[config.mk]
export PLATFORM = sky130hd
export DESIGN_NAME = adex_array_tm
export DESIGN_NICKNAME = d
export VERILOG_FILES = /design/src/rtl/adex_array_tm.sv
export SDC_FILE = /design/constraint.sdc
export NUM_CORES = 2
export LEC_CHECK = 0
export ABC_CLOCK_PERIOD_IN_PS = 18300
export BUFFER_PORTS_ARGS = -buffer_cell sky130_fd_sc_hd__buf_2
export CAP_MARGIN = 20
export CORE_ASPECT_RATIO = 0.8
export CORE_MARGIN = 2
export CORE_UTILIZATION = 50
export CTS_CLUSTER_SIZE = 14
export DETAILED_ROUTE_END_ITERATION = 12
export HOLD_SLACK_MARGIN = 0.06
export PLACE_DENSITY = 0.67
export SYNTH_ARGS = -nofsm -noshare
export SYNTH_HDL_FRONTEND = slang
export SYNTH_SLANG_ARGS = --single-unit
[constraint.sdc]
create_clock -name clk -period 18.3 [get_ports clk]
set_clock_uncertainty 0.1 [all_clocks]
set_input_delay 1.83 -clock clk [delete_from_list [all_inputs] [get_ports clk]]
set_output_delay 1.83 -clock clk [all_outputs]
set_load 0.005 [all_outputs]
[src/rtl/adex_array_tm.sv]
// Time-multiplexed array of N adaptive-exponential integrate-and-fire neurons.
// One shared datapath visits each channel in turn (read, compute, write back)
// whenever a step is accepted; configuration lives in a small register map.
module adex_array_tm #(
  parameter int N     = 4,
  parameter int W     = 16,
  parameter int FRAC  = 6,
  parameter int RBITS = 2
) (
  input  logic         clk,
  input  logic         reset,
  input  logic         en,
  input  logic         step,
  input  logic         cfg_we,
  input  logic [3:0]   cfg_addr,
  input  logic [7:0]   cfg_data,
  input  logic [2:0]   mon_sel,
  output logic         busy,
  output logic         done,
  output logic [N-1:0] spike,
  output logic [7:0]   mon_v,
  output logic [7:0]   mon_w
);

  localparam int IW = W + 4;
  localparam int PW = 2 * IW;
  localparam int CW = (N > 1) ? $clog2(N) : 1;

  localparam logic [2:0] S_IDLE = 3'd0;
  localparam logic [2:0] S_RD   = 3'd1;
  localparam logic [2:0] S_CALC = 3'd2;
  localparam logic [2:0] S_WR   = 3'd3;
  localparam logic [2:0] S_FIN  = 3'd4;

  localparam logic [RBITS-1:0]     RLOAD  = RBITS'((1 << RBITS) - 2);
  localparam logic signed [PW-1:0] P_MAX  = {{(PW-IW+1){1'b0}}, {(IW-1){1'b1}}};
  localparam logic signed [PW-1:0] P_MIN  = ~P_MAX;
  localparam logic signed [IW-1:0] I_WMAX = {{(IW-W+1){1'b0}}, {(W-1){1'b1}}};
  localparam logic signed [IW-1:0] I_WMIN = ~I_WMAX;
  // The exponential term is capped so the dV sum can never wrap the
  // intermediate width; anything this large already saturates V anyway.
  localparam logic signed [IW-1:0] EX_MAX = {{(IW-W-1){1'b0}}, {(W+1){1'b1}}};
  localparam logic signed [IW-1:0] U8_MAX = IW'(255);
  localparam logic signed [IW-1:0] OFF128 = IW'(128);
  localparam logic signed [IW-1:0] I_ZERO = '0;

  // Clamp a double-width product back into the intermediate width.
  function automatic logic signed [IW-1:0] sat_p(input logic signed [PW-1:0] x);
    if (x > P_MAX)      return P_MAX[IW-1:0];
    else if (x < P_MIN) return P_MIN[IW-1:0];
    else                return x[IW-1:0];
  endfunction

  // Clamp an intermediate into the W-bit state range (never wraps).
  function automatic logic signed [W-1:0] sat_w(input logic signed [IW-1:0] x);
    if (x > I_WMAX)      return I_WMAX[W-1:0];
    else if (x < I_WMIN) return I_WMIN[W-1:0];
    else                 return x[W-1:0];
  endfunction

  function automatic logic signed [IW-1:0] sext(input logic signed [W-1:0] x);
    return {{(IW-W){x[W-1]}}, x};
  endfunction

  // Signed-offset byte: (x-128) scaled to the fixed-point format.
  function automatic logic signed [IW-1:0] dec_off(input logic [7:0] x);
    logic signed [IW-1:0] t;
    t = $signed({{(IW-8){1'b0}}, x}) - OFF128;
    return t <<< FRAC;
  endfunction

  // Unsigned byte scaled to the fixed-point format.
  function automatic logic signed [IW-1:0] dec_u(input logic [7:0] x);
    return $signed({{(IW-8){1'b0}}, x}) <<< FRAC;
  endfunction

  // Integer part re-centred on 128 and clamped to a byte for monitoring.
  function automatic logic [7:0] to_u8(input logic signed [W-1:0] x);
    logic signed [IW-1:0] t;
    t = (sext(x) >>> FRAC) + OFF128;
    if (t < I_ZERO)      return 8'd0;
    else if (t > U8_MAX) return 8'd255;
    else                 return t[7:0];
  endfunction

  logic [2:0]          state;
  logic [CW-1:0]       ch;
  logic [7:0]          el_c, vt_c, vpeak_c, vr_c, a_c, b_c;
  logic [3:0]          tau_c, tauw_c;
  logic [7:0]          ibias_c [N];
  logic signed [W-1:0] v_arr [N];
  logic signed [W-1:0] w_arr [N];
  logic [RBITS-1:0]    rf_arr [N];
  logic [N-1:0]        shadow;
  logic signed [W-1:0] v_cur, w_cur, vn_r;
  logic [RBITS-1:0]    rf_cur;
  logic signed [IW-1:0] dw_r;

  logic signed [IW-1:0] vx, wx, el_x, vt_x, leak, dvt, ex, dv, dve, pa, dw;
  logic signed [PW-1:0] dvt_p, dve_p, a_p, sq, prod;
  logic signed [W-1:0]  vn;
  logic signed [IW-1:0] wsum, wspk;
  logic signed [W-1:0]  vr_w;
  logic                 fire;
  logic [CW-1:0]        sel;

  assign busy = (state != S_IDLE);
  assign done = (state == S_FIN);

  // Neuron update for the channel latched in RD: membrane and adaptation deltas.
  always_comb begin
    vx    = sext(v_cur);
    wx    = sext(w_cur);
    el_x  = dec_off(el_c);
    vt_x  = dec_off(vt_c);
    leak  = (el_x - vx) >>> tau_c;
    dvt   = vx - vt_x;
    dvt_p = {{(PW-IW){dvt[IW-1]}}, dvt};
    sq    = dvt_p * dvt_p;
    ex    = '0;
    if (vx > vt_x) begin
      ex = sat_p(sq >>> (FRAC + 2));
      if (ex > EX_MAX) ex = EX_MAX;
    end
    dv    = leak + ex + dec_u(ibias_c[ch]) - (wx >>> tau_c);
    vn    = sat_w(vx + dv);
    dve   = vx - el_x;
    dve_p = {{(PW-IW){dve[IW-1]}}, dve};
    a_p   = {{(PW-8){1'b0}}, a_c};
    prod  = a_p * dve_p;
    pa    = sat_p(prod >>> FRAC);
    dw    = (pa - wx) >>> tauw_c;
  end

  // Write-back candidates: adapted w with and without the spike kick, and the threshold test.
  always_comb begin
    wsum = sext(w_cur) + dw_r;
    wspk = wsum + dec_u(b_c);
    fire = (sext(vn_r) >= dec_off(vpeak_c));
    vr_w = sat_w(dec_off(vr_c));
  end

  // Monitor mux; out-of-range selects fall back to channel 0.
  always_comb begin
    sel = '0;
    if (int'(mon_sel) < N) sel = CW'(mon_sel);
    mon_v = to_u8(v_arr[sel]);
    mon_w = to_u8(w_arr[sel]);
  end

  // Configuration register map; only writable while the sweep engine is idle.
  always_ff @(posedge clk) begin
    if (reset) begin
      el_c    <= 8'd58;
      vt_c    <= 8'd78;
      vpeak_c <= 8'd148;
      vr_c    <= 8'd63;
      a_c     <= 8'd2;
      b_c     <= 8'd5;
      tau_c   <= 4'd3;
      tauw_c  <= 4'd6;
      for (int c = 0; c < N; c++) ibias_c[c] <= 8'd0;
    end else if (cfg_we && state == S_IDLE) begin
      case (cfg_addr)
        4'd0: el_c    <= cfg_data;
        4'd1: vt_c    <= cfg_data;
        4'd2: vpeak_c <= cfg_data;
        4'd3: vr_c    <= cfg_data;
        4'd4: a_c     <= cfg_data;
        4'd5: b_c     <= cfg_data;
        4'd6: tau_c   <= cfg_data[3:0];
        4'd7: tauw_c  <= cfg_data[3:0];
        default: begin
          if (int'(cfg_addr) < 8 + N) ibias_c[CW'(cfg_addr[2:0])] <= cfg_data;
        end
      endcase
    end
  end

  // Sweep sequencer and per-channel state storage.
  always_ff @(posedge clk) begin
    if (reset) begin
      state  <= S_IDLE;
      ch     <= '0;
      shadow <= '0;
      spike  <= '0;
      v_cur  <= '0;
      w_cur  <= '0;
      rf_cur <= '0;
      vn_r   <= '0;
      dw_r   <= '0;
      for (int c = 0; c < N; c++) begin
        v_arr[c]  <= sat_w(dec_off(8'd63));
        w_arr[c]  <= '0;
        rf_arr[c] <= '0;
      end
    end else begin
      case (state)
        S_IDLE: begin
          if (en && step) begin
            ch    <= '0;
            state <= S_RD;
          end
        end
        S_RD: begin
          v_cur  <= v_arr[ch];
          w_cur  <= w_arr[ch];
          rf_cur <= rf_arr[ch];
          state  <= S_CALC;
        end
        S_CALC: begin
          vn_r  <= vn;
          dw_r  <= dw;
          state <= S_WR;
        end
        S_WR: begin
          if (rf_cur != '0) begin
            v_arr[ch]  <= vr_w;
            rf_arr[ch] <= rf_cur - 1'b1;
            w_arr[ch]  <= sat_w(wsum);
          end else if (fire) begin
            shadow[ch] <= 1'b1;
            v_arr[ch]  <= vr_w;
            w_arr[ch]  <= sat_w(wspk);
            rf_arr[ch] <= RLOAD;
          end else begin
            v_arr[ch]  <= vn_r;
            w_arr[ch]  <= sat_w(wsum);
          end
          if (ch == CW'(N - 1)) begin
            state <= S_FIN;
          end else begin
            ch    <= ch + 1'b1;
            state <= S_RD;
          end
        end
        S_FIN: begin
          spike  <= shadow;
          shadow <= '0;
          ch     <= '0;
          state  <= S_IDLE;
        end
        default: state <= S_IDLE;
      endcase
    end
  end

endmodule
==> results.sh <==
export IMPL_netlist_area_um2=36400
export IMPL_num_rows=88
export IMPL_grt_ovfl_total=0
export IMPL_numClockSinks=309
export IMPL_synth_fa_ha_area_share_pct=32.2
export IMPL_vias=27957
export IMPL_layout_common_cells="inv_1 (689), fa_1 (421), nand2_1 (400), nor2_1 (377), ha_1 (264)"
export IMPL_yosys_area_top_type="fa_1"
export IMPL_die_h_um=245
export IMPL_drtIter0Drc=2558
export IMPL_required_ns=18.69
export IMPL_grt_setup_unrepaired="false"
export IMPL_via_per_inst=5.66
export IMPL_fmax_ghz=0.0674
export IMPL_crit_buf_inv=9
export IMPL_cts_root_buf="clkbuf_16"
export IMPL_cts_tree="yes"
export IMPL_start_util_pct=50.5
export IMPL_yosysSeqAreaShare_pct=21.6
export IMPL_clkSlewWorstSetupHoldPaths_ns=0.07
export IMPL_muxShareOfSynthArea_pct=7.73
export IMPL_worst_pin_slew_ns=1.16
export IMPL_ctsHoldBuffers=0
export IMPL_syn_nets=4734
export IMPL_synth_top_cell_area_share_pct=23.1
export IMPL_grt_max_degree=56
export IMPL_cts_made_buffers=30
export IMPL_startpoint="v_cur[6]$_SDFFE_PP0P_"
export IMPL_final_common_cell="inv_1"
export IMPL_synth_xor_area_share_pct=3.37
export IMPL_place_congestion=0.968
export IMPL_clk_latency_ns=0.59
export IMPL_area_growth_pct=5.78
export IMPL_cpPeakStageDelay_ns=0.55
export IMPL_design_core_area_um2=72100
export IMPL_synth_simple_gate_area_share_pct=14.6
export IMPL_outcome="completed"
export IMPL_synth_ff_latch_count=309
export IMPL_crit_fanout=19
export IMPL_r2r_cells=51
export IMPL_ios=42
export IMPL_cp_depth=51
export IMPL_hold_depth=2
export IMPL_postSynthAreaPerCell_um2=9.04
export IMPL_antenna_found_initial=3
export IMPL_setup_worst_path_class="reg2reg"
export IMPL_synth_warning_count=0
export IMPL_die_area_um2=75000
export IMPL_dieWidth_um=306
export IMPL_htreeDepth=1
export IMPL_crit_end="vn_r[1]$_SDFFE_PP0P_"
export IMPL_critical_path_top_delay_family="compound AO/OA/AOI/OAI gates"
export IMPL_post_cts_setup_buffers=0
export IMPL_wirelength_um=98100
export IMPL_min_path_type="reg2reg"
export IMPL_slew_limit_headroom_pct=22.2
export IMPL_hpwl_um=74800
export IMPL_cap_viol_max_count=0
export IMPL_synth_edff_count=168
export IMPL_arrival_ns=15.22
export IMPL_reg2reg_from="v_cur[6]$_SDFFE_PP0P_"
export IMPL_dr_pass1_iters=6
export IMPL_synthTopCellsByArea="fa_1 (23%), edfxtp_1 (14%), ha_1 (9.1%), dfxtp_1 (7.7%), inv_1 (7.1%)"
export IMPL_slew_violations=0
export IMPL_grt_usage_pct=26.4
export IMPL_fin_nets=4680
export IMPL_final_layout_size_suffix_gt1_share_pct=6.73
export IMPL_post_dp_cell_area_um2=37500
export IMPL_hold_viol=0
export IMPL_port_buffers=41
export IMPL_timing_rr_end="vn_r[1]$_SDFFE_PP0P_"
export IMPL_period_share_pct=81.0
export IMPL_grt_pass1_vias=27572
export IMPL_syn_inst=4029
export IMPL_period_needed_ns=14.83
export IMPL_ys_types=95
export IMPL_setup_tns_final_ns=0
export IMPL_synth_ff_type="edfxtp_1"
export IMPL_cp_slowest_cell="fa_1"
export IMPL_reg2reg_slack_ns=3.47
export IMPL_drc=0
export IMPL_clock_path_buffers=3
export IMPL_setup_violations=0
export IMPL_final_cell_area_um2=38500
export IMPL_post_drt_wl_per_cell_um=19.8
export IMPL_synthArstFlopShare_pct=0
export IMPL_postCtsResizedCells=0
export IMPL_postRouteAntennaNets=0
export IMPL_synth_top_family_by_area="adder cells"
export IMPL_diodes=0
export IMPL_grt_pass1_wl_um=157000
export IMPL_end_kind="flip-flop"
export IMPL_synth_compound_area_share_pct=11.5
export IMPL_start_kind="flip-flop"
==> Yosys cell counts, types with 6 or more instances <==
master and number:
dfxtp_1 141, or2_2 6, o21bai_1 16, a31o_2 6
a21oi_1 232, ha_1 264, mux2i_1 133, xnor2_1 99
a21boi_0 10, buf_2 11, a21o_1 40, a211oi_1 38
o21ai_0 120, o21a_1 23, and3_1 15, nor2b_1 39
inv_1 689, nor3_1 74, clkbuf_1 144, nor4_1 16
or3_1 17, o31ai_1 8, mux2_2 32, nand2b_1 39
nand2_1 400, nand4_1 12, fa_1 421, a31oi_1 18
and2_1 107, a22oi_1 6, mux4_2 50, o211ai_1 33
buf_1 15, nor2_1 378, nand3_1 33, edfxtp_1 168
clkinv_1 7, xor2_1 41, nor3_2 9, a2111oi_0 6
==> flip-flops by register name (all words and copies together), names as in the netlist, 3 cells and up, named ones only <==
name	flops
w_arr	64
dw_r	20
spike	4
state	3
v_cur	16
w_cur	16
tau_c	4
vr_c	8
el_c	8
b_c	8
ibias_c	32
tauw_c	4
a_c	8
rf_arr	8
shadow	4
vpeak_c	8
vt_c	8
v_arr	64
vn_r	16
==> worst reg2reg max path, delay by kind of cell (launching register included) <==
kind,cells,cell delay [ns]
adders and majority gates,13,5.06
AOI/OAI and AO/OA,22,6.43
DFF,1,0.34
and+or+nand+nor,6,1.11
muxes,1,0.13
buffers and inverters,9,1.59
==> metrics by stage <==
stage               hold WS, ns  cells  worst slack [ns]  utilization (%)
global placement          0.333   4887              3.83             52.0
CTS                       0.352   4942              3.57             53.4
floorplan                 0.320   4029              5.33                -
finish                    0.348   4943              3.47             53.4
global route              0.397   4943              2.47             53.4
detailed placement        0.342   4887              3.59             52.0
==> cell families (layout without fill, tap and decap cells) <==
logic type | Yosys count | in the layout
simple gates | 1167 | 1167
xor+xnor | 140 | 140
buf+inv | 867 | 836
compound gates | 646 | 646
fa+ha+maj | 685 | 685
mux | 215 | 215
flops | 309 | 309
==> worst min-delay path by stage <==
stage                                    start                    to  slack, ns
final                     dw_r[4]$_SDFFE_PP0P_  dw_r[4]$_SDFFE_PP0P_       0.35
after CTS                 dw_r[4]$_SDFFE_PP0P_  dw_r[4]$_SDFFE_PP0P_       0.35
after floorplan           dw_r[4]$_SDFFE_PP0P_  dw_r[4]$_SDFFE_PP0P_       0.32
after detailed placement  dw_r[4]$_SDFFE_PP0P_  dw_r[4]$_SDFFE_PP0P_       0.34
after global routing      vr_c[5]$_SDFFE_PP1P_  vr_c[5]$_SDFFE_PP1P_       0.40
after global placement    dw_r[4]$_SDFFE_PP0P_  dw_r[4]$_SDFFE_PP0P_       0.33
==> metal layers <==
metal	global-route usage, %	wire length [um]	up-vias
met3	4.04	8420	101
li1	-	-	13097
met2	40.2	42000	958
met5	0	13	-
met1	40.7	46300	13799
met4	3.39	1390	2
==> cell type report <==
type,count,area (um^2)
clock inverter,10,111
inverter,696,2610
clock buffer,45,880
multi-input combinational,2853,25300
fill,6555,33600
timing repair buffer,85,538
tap,945,1180
sequential,309,7870
Power is not shown: default switching activity piles up to over one toggle a cycle in this logic, so the estimate is an artifact.
